--- src/rtl/io_bus_arbiter.sv ---
// io_bus_arbiter: two-master round-robin arbiter for the 16-bit Avalon IO bus, one transaction in flight.
// Optional read watchdog enabled by defining IO_ARB_TIMEOUT_EN (limit TIMEOUT_CYCLES).
module io_bus_arbiter #(
   parameter int unsigned TIMEOUT_CYCLES = 255
) (
   input  logic        clk,
   input  logic        rst_n,
   input  logic [15:0] m0_address,
   input  logic [3:0]  m0_byteenable,
   input  logic        m0_read,
   input  logic        m0_write,
   input  logic [31:0] m0_writedata,
   output logic        m0_waitrequest,
   output logic [31:0] m0_readdata,
   output logic        m0_readdatavalid,
   input  logic [15:0] m1_address,
   input  logic [3:0]  m1_byteenable,
   input  logic        m1_read,
   input  logic        m1_write,
   input  logic [31:0] m1_writedata,
   output logic        m1_waitrequest,
   output logic [31:0] m1_readdata,
   output logic        m1_readdatavalid,
   output logic [15:0] s_address,
   output logic [3:0]  s_byteenable,
   output logic        s_read,
   output logic        s_write,
   output logic [31:0] s_writedata,
   input  logic [31:0] s_readdata,
   input  logic        s_readdatavalid,
   input  logic        s_waitrequest
);
   typedef enum logic [1:0] {IDLE, GRANT0, GRANT1, WAIT_RD} state_t;
   state_t      r_state, w_next;
   logic        r_owner, w_next_owner;
   logic        w_req0, w_req1, w_rdv, w_timeout;
   logic [15:0] w_m_addr;
   logic [3:0]  w_m_be;
   logic [31:0] w_m_wdata, w_rdata;
   logic        w_m_rd, w_m_wr;

   assign w_req0    = m0_read | m0_write;
   assign w_req1    = m1_read | m1_write;
   assign w_m_addr  = r_owner ? m1_address : m0_address;
   assign w_m_be    = r_owner ? m1_byteenable : m0_byteenable;
   assign w_m_wdata = r_owner ? m1_writedata : m0_writedata;
   assign w_m_rd    = r_owner ? m1_read : m0_read;
   assign w_m_wr    = r_owner ? m1_write : m0_write;

`ifdef IO_ARB_TIMEOUT_EN
   logic [15:0] r_cnt;
   always_ff @(posedge clk or negedge rst_n) begin
      if (!rst_n) r_cnt <= '0;
      else r_cnt <= (r_state == WAIT_RD) ? r_cnt + 16'd1 : 16'd0;
   end
   assign w_timeout = (r_state == WAIT_RD) && (r_cnt == 16'(TIMEOUT_CYCLES));
   // Real data beats the watchdog when both land in the same cycle.
   assign w_rdata   = (w_timeout && !s_readdatavalid) ? 32'hFFFF_FFFF : s_readdata;
`else
   logic w_unused_timeout;
   assign w_unused_timeout = ^16'(TIMEOUT_CYCLES);
   assign w_timeout = 1'b0;
   assign w_rdata   = s_readdata;
`endif

   always_ff @(posedge clk or negedge rst_n) begin
      if (!rst_n) begin
         r_state <= IDLE;
         r_owner <= 1'b1;
      end else begin
         r_state <= w_next;
         r_owner <= w_next_owner;
      end
   end

   always_comb begin
      w_next         = r_state;
      w_next_owner   = r_owner;
      s_address      = '0;
      s_byteenable   = '0;
      s_writedata    = '0;
      s_read         = 1'b0;
      s_write        = 1'b0;
      m0_waitrequest = 1'b1;
      m1_waitrequest = 1'b1;
      w_rdv          = 1'b0;
      case (r_state)
         IDLE: begin
            if (w_req0 | w_req1) begin
               w_next_owner = (w_req0 & w_req1) ? ~r_owner : w_req1;
               w_next       = w_next_owner ? GRANT1 : GRANT0;
            end
         end
         GRANT0, GRANT1: begin
            s_address      = w_m_addr;
            s_byteenable   = w_m_be;
            s_writedata    = w_m_wdata;
            s_write        = w_m_wr;
            s_read         = w_m_rd & ~w_m_wr;
            m0_waitrequest = r_owner | s_waitrequest;
            m1_waitrequest = ~r_owner | s_waitrequest;
            // A master that withdrew its request simply releases the bus.
            if (!w_m_rd && !w_m_wr) w_next = IDLE;
            else if (!s_waitrequest) begin
               if (w_m_wr) w_next = IDLE;
               else if (s_readdatavalid) begin
                  w_rdv  = 1'b1;
                  w_next = IDLE;
               end else w_next = WAIT_RD;
            end
         end
         WAIT_RD: begin
            if (s_readdatavalid || w_timeout) begin
               w_rdv  = 1'b1;
               w_next = IDLE;
            end
         end
         default: w_next = IDLE;
      endcase
   end

   assign m0_readdatavalid = w_rdv & ~r_owner;
   assign m1_readdatavalid = w_rdv & r_owner;
   assign m0_readdata      = w_rdata;
   assign m1_readdata      = w_rdata;
endmodule

--- config.mk ---
export PLATFORM = sky130hd
export DESIGN_NAME = io_bus_arbiter
export DESIGN_NICKNAME = d
export VERILOG_FILES = /design/src/rtl/io_bus_arbiter.sv
export SDC_FILE = /design/constraint.sdc
export NUM_CORES = 1
export LEC_CHECK = 0
export BUFFER_PORTS_ARGS = -buffer_cell sky130_fd_sc_hd__buf_2
export CORE_AREA = 10 10 94 96
export DETAILED_ROUTE_END_ITERATION = 12
export DIE_AREA = 0 0 104 106
export GPL_TIMING_DRIVEN = 1
export PLACE_DENSITY_LB_ADDON = 0.05
export SYNTH_ARGS = -nofsm -noshare
export SYNTH_HDL_FRONTEND = slang
export SYNTH_SLANG_ARGS = --single-unit
--- constraint.sdc ---
create_clock -name clk -period 4.8 [get_ports clk]
set_input_delay 0.96 -clock clk [delete_from_list [all_inputs] [get_ports clk]]
set_output_delay 0.96 -clock clk [all_outputs]
set_load 0.05 [all_outputs]
==> metrics.cfg <==
[status]
run_status = complete, no violations

[yosys]
yosysSeqAreaShare = 0.04430
yosysWarningCount = 0
ys_seq_elements = 3
synthesis.nets = 368
synth-edff-count = 0
synthesis.area_um2 = 1723
cell_type_with_the_highest_aggregate_area_in_the_netlist = mux2i_1
synthDominantCellAreaShare = 0.3079
syn_area_per_cell_um2 = 7.796
synth_cell_types = 24
ys_dominant_reg_cell = dfrtp_1
netlist_top_cells_area = mux2i_1 (31%), buf_4 (29%), nor2b_1 (20%), dfrtp_1 (2.9%), ha_1 (2.2%)
synth-async-reset-ratio = 1.000
synth_cells = 221

[routing]
via_per_inst = 4.031
detail_route.iter0.violations = 33
drt_pass1_iterations = 4
wl_um = 6920
vias = 1681
drcViolationCount = 0
detail-route-antenna-nets = 0
wire_per_inst_um = 16.59

[power]
switching_power_mw = 1.406
p_leak_nw = 1.281
share_seq_of_total_power = 0.083
power.ir.vdd_worst_mv = 0.2921
power_dens_cells_nw_per_um2 = 931.2
power_frac_clock = 0.035
internal_power_uw = 635.1
switching_share = 0.6889
combPwrFrac = 0.882

[cells_and_area]
footprint_of_the_multi_input_gates_um2 = 1067
seqCellArea_um2 = 80.08
finalInstanceArea_um2 = 2192
diode_count = 0
flow.area_growth_from_synthesis_pct = 27.23
layout.cells.most_common = buf_2
finalNetCount = 466
share_of_cells_above_drive_strength_1 = 0.5566
layout.cells.most_common_list = buf_2 (169), nor2b_1 (54), mux2i_1 (53)
fillers = 833

[clock_network]
cts.sinks = 3
cts_buffers = 3
tritoncts_clock_tree = done
clock_path_buffers = 2
clock_network_latency_to_the_later_pin_of_the_worst_skew_pair_ps = 210
postCtsHoldBufs = 0
library_cell_used_as_clock_root_buffer = clkbuf_8
cts_setup_buffers = 0
clk_pin_slew_ps = 30
ctsHtreeMaxLevel = 1
number_of_gates_given_a_new_drive_strength_after_cts = 0

[sta]
share_of_the_clock_period_used_by_the_worst_path = 0.6935
fin_crit_ps = 3329
number_of_max_slew_violations_in_the_final_report = 0
grt_setup_unrepaired = false
final_hold_viol_count = 0
timing.setup.tns_ps = 0
maxClockFrequency_mhz = 300.4
finalClockSkew_ps = 4.172
report.final.setup_viol = 0
relative_slew_slack = 0.4276
worstMarginPinSlew_ps = 858.6

[worst_setup_path]
nature_of_the_critical_path_endpoint = output pin
worstSetupPathType = register to output pin
critPathRequiredTime_ps = 3840
arrival_ps = 2370
worst_setup_path_start_kind = register
worst_path_fanout_max = 63

[placed_design]
dp_hpwl_um = 5976
place_congestion = 0.7684
placement.cell_area_um2 = 2147
port_bufs = 169

[die]
placement_rows = 31
chipHeight_um = 106
floorplan.die.width_um = 104
io_pins = 266
floorplan.initialDensity = 0.2441
design.core.area_um2 = 7059
dieArea_um2 = 11020

[grt]
globalRouteTotalUtil = 0.1135
grt_pass1_vias = 1791
aggregate_global_routing_overflow = 0
initial_antenna_violation_count = 0
largest_net_degree_at_the_start_of_global_routing = 64
grt_first_pass_wirelength_um = 10270

[worst_hold_path]
min-delay-path-class = primary input to asynchronous set/reset pin

[run]
drv.max_cap_violation_count = 0

[cells in the mapped netlist, drive strengths merged, types with 2 or more instances]
master   n
buf     72
clkbuf   5
dfrtp    2
ha       3
inv      6
mux2     2
mux2i   53
nand2    4
nor2     2
nor2b   54
nor4     3
o21ai    5
[worst max-delay path: stages, from the launching register on]
cell,delay [ps]
dfstp_4,1180
a32o_1,350
a21oi_1,110
nor4_1,190
buf_2,310
[state kept, by name, summed over array words and instances (netlist names)]
| name | count |
|---|---|
| r_owner | 1 |
| r_state | 2 |
[power groups by stage]
| stage | clock network (mW) | logic [mW] | registers (mW) |
|---|---|---|---|
| finish | 0.0715 | 1.80 | 0.170 |
| global route | 0.0786 | 1.90 | 0.182 |
| CTS | 0.0732 | 1.83 | 0.175 |
| detailed placement | 0 | 1.83 | 0.177 |
| global placement | 0 | 1.83 | 0.175 |
| floorplan | 0 | 1.69 | 0.0463 |
[metrics by stage]
step | worst slack [ps] | util | cells | hold WS (ps) | power [mW]
floorplan | 1097 | - | 221 | 507.6 | 1.736
global placement | 1688 | 0.3041 | 413 | 545.1 | 2.009
detailed placement | 1657 | 0.3041 | 413 | 545.6 | 2.008
CTS | 1424 | 0.3105 | 417 | 541.7 | 2.083
global route | 1255 | 0.3105 | 417 | 538.8 | 2.160
finish | 1471 | 0.3105 | 417 | 540.5 | 2.041
[final timing paths]
kind | start | end | slack (ps) | cells after the start
max in group asynchronous | rst_n | r_owner | 4060 | 1
max reg2reg | r_state[0] | r_state[0] | 2380 | 7
max | r_owner | m0_readdatavalid | 1470 | 4
min reg2reg | r_state[1] | r_state[1] | 540 | 1
min | rst_n | r_state[0] | 540 | 1
min in group clk | r_state[1] | r_state[1] | 540 | 1
[area by class of cell]
cell class | count | area share
clock buffers | 4 | 0.02055
flip-flops and latches | 3 | 0.03653
well taps | 99 | 0.05651
inverters | 6 | 0.01027
multi-input cells | 135 | 0.4869
repair buffers | 170 | 0.3893
[logic make-up (layout without fill, tap and decap cells)]
logic type | count (synthesis) | count (layout) | synth area share
adders and majority gates | 3 | 3 | 0.02179
muxes | 55 | 55 | 0.3210
DFF | 3 | 3 | 0.04430
and+or+nand+nor | 66 | 66 | 0.2302
buffers and inverters | 83 | 180 | 0.3362
AOI/OAI and AO/OA | 11 | 11 | 0.04647
[routing by layer]
metal / vias up / track usage / share of wire
li1: 859 / - / -
met1: 724 / 0.1066 / 0.33
met2: 77 / 0.2251 / 0.56
met3: 21 / 0.04348 / 0.082
met4: 0 / 0.02883 / 0.021
met5: - / 0 / 0
Note: power is estimated with default switching activity, not from simulation.
